### src/rtl/axi_burst_addr_gen_pkg.sv
`default_nettype none
// +----------------------------------------------------------------------+
// | axi_burst_addr_gen_pkg : shared burst types, codes and FSM states      |
// | Rev 1.0                                                              |
// +----------------------------------------------------------------------+
package axi_burst_addr_gen_pkg;

  typedef logic [7:0] len_type;
  typedef logic [2:0] size_type;
  typedef logic [1:0] burst_type;

  localparam burst_type BURST_FIXED = 2'b00;
  localparam burst_type BURST_INCR  = 2'b01;
  localparam burst_type BURST_WRAP  = 2'b10;
  localparam burst_type BURST_RSVD  = 2'b11;

  typedef enum logic [0:0] {
    ST_IDLE = 1'b0,
    ST_RUN  = 1'b1
  } state_t;

  function automatic logic wrap_len_ok(input len_type len);
    return (len == 8'd1) || (len == 8'd3) || (len == 8'd7) || (len == 8'd15);
  endfunction

endpackage
`default_nettype wire

### src/rtl/axi_burst_addr_gen_if.sv
`default_nettype none
// +----------------------------------------------------------------------+
// | axi_burst_addr_gen_if : request and beat-descriptor channel bundle     |
// | Rev 1.0                                                              |
// +----------------------------------------------------------------------+
interface axi_burst_addr_gen_if
  import axi_burst_addr_gen_pkg::*;
#(
  parameter int ADDR_WIDTH = 32,
  parameter int DATA_WIDTH = 64,
  parameter int ID_WIDTH   = 4
);
  localparam int LANE_WIDTH = (DATA_WIDTH > 8) ? $clog2(DATA_WIDTH / 8) : 1;

  logic                  req_valid;
  logic                  req_ready;
  logic [ADDR_WIDTH-1:0] req_addr;
  logic [ID_WIDTH-1:0]   req_id;
  len_type               req_len;
  size_type              req_size;
  burst_type             req_burst;

  logic                  beat_valid;
  logic                  beat_ready;
  logic [ADDR_WIDTH-1:0] beat_addr;
  logic [LANE_WIDTH-1:0] beat_lane;
  logic [ID_WIDTH-1:0]   beat_id;
  logic [7:0]            beat_idx;
  logic                  beat_last;
  logic                  beat_err;
  logic                  busy;

  modport slave (
    input  req_valid, req_addr, req_id, req_len, req_size, req_burst, beat_ready,
    output req_ready, beat_valid, beat_addr, beat_lane, beat_id, beat_idx,
    output beat_last, beat_err, busy
  );

  modport master (
    output req_valid, req_addr, req_id, req_len, req_size, req_burst, beat_ready,
    input  req_ready, beat_valid, beat_addr, beat_lane, beat_id, beat_idx,
    input  beat_last, beat_err, busy
  );

endinterface
`default_nettype wire

### src/rtl/axi_burst_addr_gen_next_addr.sv
`default_nettype none
// +----------------------------------------------------------------------+
// | axi_next_addr : combinational next-beat address for FIXED/INCR/WRAP    |
// | Rev 1.0                                                              |
// +----------------------------------------------------------------------+
module axi_next_addr
  import axi_burst_addr_gen_pkg::*;
#(
  parameter int ADDR_WIDTH = 32
) (
  input  logic [ADDR_WIDTH-1:0] addr,
  input  len_type               len,
  input  size_type              size,
  input  burst_type             burst,
  output logic [ADDR_WIDTH-1:0] next_addr
);
  localparam logic [ADDR_WIDTH-1:0] ONE = ADDR_WIDTH'(1);

  logic [ADDR_WIDTH-1:0] w_bytes;
  logic [ADDR_WIDTH-1:0] w_wrap_bytes;
  logic [ADDR_WIDTH-1:0] w_lower;
  logic [ADDR_WIDTH-1:0] w_incr;

  always_comb begin
    w_bytes      = ONE << size;
    w_wrap_bytes = (ADDR_WIDTH'(len) + ONE) << size;
    w_lower      = addr & ~(w_wrap_bytes - ONE);
    w_incr       = addr + w_bytes;
    next_addr    = addr;
    case (burst)
      BURST_INCR: next_addr = (addr & ~(w_bytes - ONE)) + w_bytes;
      // Wrap back to the window base once the increment reaches its top.
      BURST_WRAP: next_addr = (w_incr == (w_lower + w_wrap_bytes)) ? w_lower : w_incr;
      default:    next_addr = addr;
    endcase
  end

endmodule
`default_nettype wire

### src/rtl/axi_burst_addr_gen.sv
`default_nettype none
// +----------------------------------------------------------------------+
// | axi_burst_addr_gen : one AW/AR request in, one beat descriptor per beat |
// | Rev 1.0                                                              |
// +----------------------------------------------------------------------+
module axi_burst_addr_gen
  import axi_burst_addr_gen_pkg::*;
#(
  parameter int ADDR_WIDTH = 32,
  parameter int DATA_WIDTH = 64,
  parameter int ID_WIDTH   = 4
) (
  input  logic                 clk,
  input  logic                 rst,
  axi_burst_addr_gen_if.slave  bus
);
  localparam int LANE_WIDTH = (DATA_WIDTH > 8) ? $clog2(DATA_WIDTH / 8) : 1;
  localparam int MAX_SIZE   = $clog2(DATA_WIDTH / 8);
  localparam logic [ADDR_WIDTH-1:0] ONE = ADDR_WIDTH'(1);

  typedef struct packed {
    logic [ADDR_WIDTH-1:0] addr;
    logic [ID_WIDTH-1:0]   id;
    logic [7:0]            idx;
    logic                  last;
    logic                  err;
  } beat_t;

  state_t                r_state;
  state_t                w_next_state;
  beat_t                 r_beat;
  len_type               r_len;
  size_type              r_size;
  burst_type             r_burst;
  logic                  w_load;
  logic                  w_advance;
  logic                  w_req_err;
  logic [ADDR_WIDTH-1:0] w_next_addr;
  logic [ADDR_WIDTH-1:0] w_req_mask;
  logic [ADDR_WIDTH-1:0] w_incr_final;

  // Request-time protocol checks; result is frozen for the whole burst.
  always_comb begin
    w_req_mask   = (ONE << bus.req_size) - ONE;
    w_incr_final = (bus.req_addr & ~w_req_mask) + (ADDR_WIDTH'(bus.req_len) << bus.req_size);
    w_req_err    = 1'b0;
    if (bus.req_burst == BURST_RSVD)
      w_req_err = 1'b1;
    if ((bus.req_burst == BURST_WRAP) && !wrap_len_ok(bus.req_len))
      w_req_err = 1'b1;
    if ((bus.req_burst == BURST_WRAP) && ((bus.req_addr & w_req_mask) != '0))
      w_req_err = 1'b1;
    if (int'(bus.req_size) > MAX_SIZE)
      w_req_err = 1'b1;
    if ((bus.req_burst == BURST_INCR) && ((bus.req_addr >> 12) != (w_incr_final >> 12)))
      w_req_err = 1'b1;
  end

  axi_next_addr #(
    .ADDR_WIDTH (ADDR_WIDTH)
  ) u_next_addr (
    .addr      (r_beat.addr),
    .len       (r_len),
    .size      (r_size),
    .burst     (r_burst),
    .next_addr (w_next_addr)
  );

  always_ff @(posedge clk) begin
    if (rst) r_state <= ST_IDLE;
    else     r_state <= w_next_state;
  end

  always_comb begin
    w_next_state   = r_state;
    w_load         = 1'b0;
    w_advance      = 1'b0;
    bus.req_ready  = 1'b0;
    bus.beat_valid = 1'b0;
    bus.busy       = 1'b0;
    case (r_state)
      ST_IDLE: begin
        bus.req_ready = !rst;
        if (bus.req_valid) begin
          w_load       = 1'b1;
          w_next_state = ST_RUN;
        end
      end
      ST_RUN: begin
        bus.beat_valid = 1'b1;
        bus.busy       = 1'b1;
        if (bus.beat_ready) begin
          if (r_beat.last) w_next_state = ST_IDLE;
          else             w_advance    = 1'b1;
        end
      end
      default: w_next_state = ST_IDLE;
    endcase
  end

  always_ff @(posedge clk) begin
    if (rst) begin
      r_beat  <= '0;
      r_len   <= '0;
      r_size  <= '0;
      r_burst <= BURST_FIXED;
    end else if (w_load) begin
      r_beat.addr <= bus.req_addr;
      r_beat.id   <= bus.req_id;
      r_beat.idx  <= 8'd0;
      r_beat.last <= (bus.req_len == 8'd0);
      r_beat.err  <= w_req_err;
      r_len       <= bus.req_len;
      r_size      <= bus.req_size;
      // Reserved encoding walks like FIXED.
      r_burst     <= (bus.req_burst == BURST_RSVD) ? BURST_FIXED : bus.req_burst;
    end else if (w_advance) begin
      r_beat.addr <= w_next_addr;
      r_beat.idx  <= r_beat.idx + 8'd1;
      r_beat.last <= ((r_beat.idx + 8'd1) == r_len);
    end
  end

  assign bus.beat_addr = r_beat.addr;
  assign bus.beat_id   = r_beat.id;
  assign bus.beat_idx  = r_beat.idx;
  assign bus.beat_last = r_beat.last;
  assign bus.beat_err  = r_beat.err;

  generate
    if (DATA_WIDTH > 8) begin : g_lane
      assign bus.beat_lane = r_beat.addr[LANE_WIDTH-1:0];
    end else begin : g_lane_byte
      assign bus.beat_lane = '0;
    end
  endgenerate

endmodule
`default_nettype wire

### src/flat_wrapper.sv
// flat-port wrapper written by rule: the top's interface ports become plain ports
module axi_burst_addr_gen_flat import axi_burst_addr_gen_pkg::*;
#(
  parameter int ADDR_WIDTH = 32,
  parameter int DATA_WIDTH = 64,
  parameter int ID_WIDTH   = 4
)
  (clk, rst, bus_req_valid, bus_req_addr, bus_req_id, bus_req_len, bus_req_size, bus_req_burst, bus_beat_ready, bus_req_ready, bus_beat_valid, bus_beat_addr, bus_beat_lane, bus_beat_id, bus_beat_idx, bus_beat_last, bus_beat_err, bus_busy);
  axi_burst_addr_gen_if #(.ADDR_WIDTH(ADDR_WIDTH), .DATA_WIDTH(DATA_WIDTH), .ID_WIDTH(ID_WIDTH)) bus_i ();
  input  logic clk;
  input  logic rst;
  input wire logic [$bits(bus_i.req_valid)-1:0] bus_req_valid;
  input wire logic [$bits(bus_i.req_addr)-1:0] bus_req_addr;
  input wire logic [$bits(bus_i.req_id)-1:0] bus_req_id;
  input wire logic [$bits(bus_i.req_len)-1:0] bus_req_len;
  input wire logic [$bits(bus_i.req_size)-1:0] bus_req_size;
  input wire logic [$bits(bus_i.req_burst)-1:0] bus_req_burst;
  input wire logic [$bits(bus_i.beat_ready)-1:0] bus_beat_ready;
  output wire logic [$bits(bus_i.req_ready)-1:0] bus_req_ready;
  output wire logic [$bits(bus_i.beat_valid)-1:0] bus_beat_valid;
  output wire logic [$bits(bus_i.beat_addr)-1:0] bus_beat_addr;
  output wire logic [$bits(bus_i.beat_lane)-1:0] bus_beat_lane;
  output wire logic [$bits(bus_i.beat_id)-1:0] bus_beat_id;
  output wire logic [$bits(bus_i.beat_idx)-1:0] bus_beat_idx;
  output wire logic [$bits(bus_i.beat_last)-1:0] bus_beat_last;
  output wire logic [$bits(bus_i.beat_err)-1:0] bus_beat_err;
  output wire logic [$bits(bus_i.busy)-1:0] bus_busy;
  assign bus_i.req_valid = bus_req_valid;
  assign bus_i.req_addr = bus_req_addr;
  assign bus_i.req_id = bus_req_id;
  assign bus_i.req_len = bus_req_len;
  assign bus_i.req_size = bus_req_size;
  assign bus_i.req_burst = bus_req_burst;
  assign bus_i.beat_ready = bus_beat_ready;
  assign bus_req_ready = bus_i.req_ready;
  assign bus_beat_valid = bus_i.beat_valid;
  assign bus_beat_addr = bus_i.beat_addr;
  assign bus_beat_lane = bus_i.beat_lane;
  assign bus_beat_id = bus_i.beat_id;
  assign bus_beat_idx = bus_i.beat_idx;
  assign bus_beat_last = bus_i.beat_last;
  assign bus_beat_err = bus_i.beat_err;
  assign bus_busy = bus_i.busy;
  axi_burst_addr_gen #(.ADDR_WIDTH(ADDR_WIDTH), .DATA_WIDTH(DATA_WIDTH), .ID_WIDTH(ID_WIDTH)) u_core (.clk(clk), .rst(rst), .bus(bus_i));
endmodule
### config.mk
export PLATFORM = sky130hd
export DESIGN_NAME = axi_burst_addr_gen_flat
export DESIGN_NICKNAME = d
export VERILOG_FILES = /design/src/rtl/axi_burst_addr_gen_pkg.sv /design/src/rtl/axi_burst_addr_gen_if.sv /design/src/rtl/axi_burst_addr_gen_next_addr.sv /design/src/rtl/axi_burst_addr_gen.sv /design/src/flat_wrapper.sv
export SDC_FILE = /design/constraint.sdc
export NUM_CORES = 1
export LEC_CHECK = 0
export ABC_AREA = 1
export BUFFER_PORTS_ARGS = -buffer_cell sky130_fd_sc_hd__buf_2
export CAP_MARGIN = 20
export CORE_UTILIZATION = 40
export CTS_CLUSTER_DIAMETER = 150
export DETAILED_ROUTE_END_ITERATION = 6
export HOLD_SLACK_MARGIN = 0.03
export MAX_ROUTING_LAYER = met4
export PLACE_DENSITY = 0.55
export SYNTH_ARGS = -nofsm -noshare
export SYNTH_HDL_FRONTEND = slang
export SYNTH_SLANG_ARGS = --single-unit
export TNS_END_PERCENT = 1
### constraint.sdc
create_clock -name clk -period 6.46 [get_ports clk]
set_input_delay 0.323 -clock clk [delete_from_list [all_inputs] [get_ports clk]]
set_output_delay 0.323 -clock clk [all_outputs]
set_load 0.01 [all_outputs]
==> impl_metrics.env <==
export IMPL_fp_dieW_um=158
export IMPL_vias_per_cell=5.46
export IMPL_track_usage_pct=31.5
export IMPL_synth_seq_cells=60
export IMPL_hold_ws_ns=0.194
export IMPL_htree_levels=3
export IMPL_stdcell_area_mm2=0.0108
export IMPL_ant_nets=0
export IMPL_clock_latency_ns=0.35
export IMPL_post_route_min_period_ns=5.72
export IMPL_required_ns=6.73
export IMPL_boundaryPins=105
export IMPL_ys_flop_type="dfxtp_1"
export IMPL_cts_tree="done"
export IMPL_antenna_found_initial=0
export IMPL_totalWireLength_mm=37.7
export IMPL_drt_iter0_markers=1194
export IMPL_syn_nets=1869
export IMPL_final_nets=1927
export IMPL_relSlewSlack_pct=35.3
export IMPL_start_util_pct=41.2
export IMPL_ys_types=58
export IMPL_syn_to_final_growth_pct=10.4
export IMPL_cts_clk_slew_worst_paths_ns=0.07
export IMPL_critPathKind="flip-flop to flip-flop"
export IMPL_swShare_pct=45.3
export IMPL_slew_viol_final=0
export IMPL_dr_pass1_iters=6
export IMPL_drv_cap=0
export IMPL_die_area_mm2=0.0251
export IMPL_p_total_mw=1.81
export IMPL_wl_per_cell_um=17.5
export IMPL_worstPathMaxFanout=32
export IMPL_io_buffers=104
export IMPL_finalCritPeriodShare_pct=88.6
export IMPL_top_layer="met4"
export IMPL_post_cts_setup_buffer_count=0
export IMPL_crit_arrival_ns=5.99
export IMPL_finalSetupViolations=0
export IMPL_crit_slowest_cell="dfxtp_1"
export IMPL_clock_sinks=60
export IMPL_synth_edf_count=0
export IMPL_final_hold_viol_count=0
export IMPL_clock_path_buffers=2
export IMPL_cp_common_cell="nand2_1"
export IMPL_wl_met2_mm=15.4
export IMPL_grt_pass1_wl_mm=58.9
export IMPL_met1_length_mm=18.3
export IMPL_clock_root_buffer="clkbuf_16"
export IMPL_met3_length_mm=3.42
export IMPL_pwr_share_comb_pct=44.5
export IMPL_fmax_mhz=175
export IMPL_synth_seq_area_share_pct=12.3
export IMPL_min_path_type="input port to flip-flop"
export IMPL_tns_ns=0
export IMPL_vias=11743
export IMPL_worstMarginPinSlew_ns=0.971
export IMPL_grt_pass1_vias=10914
export IMPL_nFillCells=2678
export IMPL_critPathLaunchType="flip-flop"
export IMPL_max_stage_delay_ns=0.48
export IMPL_synth_cells=1770
export IMPL_power_frac_clock_pct=30.8
export IMPL_die_h_um=158
export IMPL_yosysWarningCount=0
export IMPL_dp_final_hpwl_mm=29.8
export IMPL_clock_skew_ns=0.0132
export IMPL_crit_path_end_kind="flip-flop"
export IMPL_status="completed"
export IMPL_synth_area_mm2=0.00979
export IMPL_antennaDiodeCount=0
export IMPL_rsz0062_at_grt="false"
export IMPL_net_switching_power_uw=822
export IMPL_core_area_mm2=0.0238
export IMPL_avgSynthCellArea_um2=5.53
export IMPL_grt_ovfl_total=0
export IMPL_ir_worst_vdd_mv=0.126
export IMPL_dpl_cell_area_mm2=0.0105
export IMPL_grt_max_degree=65
export IMPL_std_cell_rows=56
export IMPL_internal_power_uw=992
export IMPL_gp_congestion=0.998
export IMPL_seq_power_share_pct=24.7
export IMPL_power_density_mw_per_mm2=168
export IMPL_drc_errors=0
export IMPL_async_reset_ff_share_pct=0
export IMPL_cts_made_buffers=9
export IMPL_leakage_nw=5.40
export IMPL_drive_gt1_share_pct=11.8
## layout make-up
type,count,area [um2],share of cell area (%)
well taps,319,399,3.69
repair buffers,121,648,6.00
clock inverters,7,98.8,0.914
flip-flops and latches,60,1200,11.1
inverters,245,921,8.52
clock buffers,9,225,2.08
multi-input cells,1391,7310,67.7
## registers in the layout, summed over array words and instances (netlist names)
register	count
u_core.r_burst	2
u_core.r_state	1
u_core.bus.beat_addr	32
u_core.bus.beat_idx	8
u_core.bus.beat_err	1
u_core.bus.beat_last	1
u_core.bus.beat_id	4
u_core.r_len	8
u_core.r_size	3
## path summary, 6_finish.rpt
path,startpoint,endpoint,slack [ns],cells after the start
setup reg to reg,u_core.r_len[0],u_core.bus.beat_addr[20],0.74,39
setup / recovery,u_core.r_len[0],u_core.bus.beat_addr[20],0.74,39
hold reg to reg,u_core.r_burst[0],u_core.r_burst[0],0.47,2
hold / removal,bus_req_burst[0],u_core.r_burst[1],0.19,2
## power by group through the flow
| stage | clock (mW) | combinational (mW) | sequential (mW) |
|---|---|---|---|
| floorplan | 0 | 0.575 | 0.438 |
| finish | 0.559 | 0.807 | 0.448 |
| CTS | 0.562 | 0.795 | 0.446 |
| detailed placement | 0 | 0.791 | 0.454 |
| global route | 0.575 | 0.898 | 0.452 |
| global placement | 0 | 0.790 | 0.455 |
## Yosys cell counts (10+ instances only)
library cell | instances | share of area [%]
a21oi_1 | 128 | 6.5
buf_1 | 10 | 0.38
buf_2 | 10 | 0.51
clkbuf_1 | 42 | 1.6
dfxtp_1 | 60 | 12
ha_1 | 45 | 5.8
inv_1 | 225 | 8.6
inv_2 | 11 | 0.42
nand2_1 | 474 | 18
nand2_2 | 18 | 1.2
nand3_1 | 165 | 8.4
nand3_2 | 11 | 1.1
nand4_1 | 65 | 4.2
nor2_1 | 174 | 6.7
nor2_2 | 15 | 0.96
nor2_4 | 10 | 1.2
nor3_1 | 26 | 1.3
nor4_1 | 10 | 0.64
o21ai_0 | 88 | 4.5
xnor2_1 | 27 | 2.4
xor2_1 | 57 | 5.1
## cells by family after synthesis
group	after synthesis	share of synthesized area (%)
and+or+nand+nor	992	46.0
AOI/OAI and AO/OA	265	14.7
buffers and inverters	319	13.1
DFF	60	12.3
muxes	3	0.307
xor gates and xnor gates	85	7.76
adders and majority gates	46	5.96
## metrics by stage
stage                     setup slack, ns  cells  util (%)
final                               0.737   2152      45.5
after global routing               0.0911   2152      45.5
after CTS                           0.748   2152      45.5
after detailed placement            0.795   2136      44.1
after global placement              0.808   2136      44.1
after floorplan                      1.98   1770         -
## cell usage in the layout, fill, tap and decap left out, types with 4 or more instances in the layout
cell type,netlist,final
nand2_2,18,20
xor2_1,57,57
nor4_1,10,10
inv_1,225,225
dfxtp_1,60,59
nor2_1,174,174
inv_2,11,11
nand3b_1,7,7
nand2_1,474,472
xnor2_1,27,27
clkinv_1,8,8
nor2_2,15,15
o211ai_1,6,6
o21ai_1,5,5
nor3_1,26,26
buf_2,10,104
ha_1,45,45
a31oi_1,7,7
nor2_4,10,10
nand3_1,165,165
o21ai_0,88,88
o22ai_1,5,5
clkbuf_16,0,9
a21oi_1,128,128
nand4_1,65,65
nand2_4,4,4
nand3_2,11,11
buf_4,6,17
## repair_timing
action | 4_1_cts | 5_1_grt
setup endpoints to repair | 0 | 1
hold buffers | 0 | 0
endpoints found under the hold margin | 0 | 0
gates resized for setup | 0 | 1
## per-layer routing
| layer | vias up | track usage, % |
|---|---|---|
| li1 | 5892 | - |
| met1 | 5297 | 45.4 |
| met2 | 502 | 45.6 |
| met3 | 52 | 5.09 |
| met4 | 0 | 6.91 |
| met5 | - | - |
## worst max-delay path: cells and delay by family, from the launching register on
| family | cells | cell delay [ns] |
|---|---|---|
| AO/OA/AOI/OAI | 2 | 0.28 |
| AND/OR/NAND/NOR | 31 | 3.95 |
| adder cells (fa/ha/maj) | 2 | 0.65 |
| buffers and inverters | 4 | 0.26 |
| flip-flops | 1 | 0.48 |
Note: power is estimated with default switching activity, not from simulation.
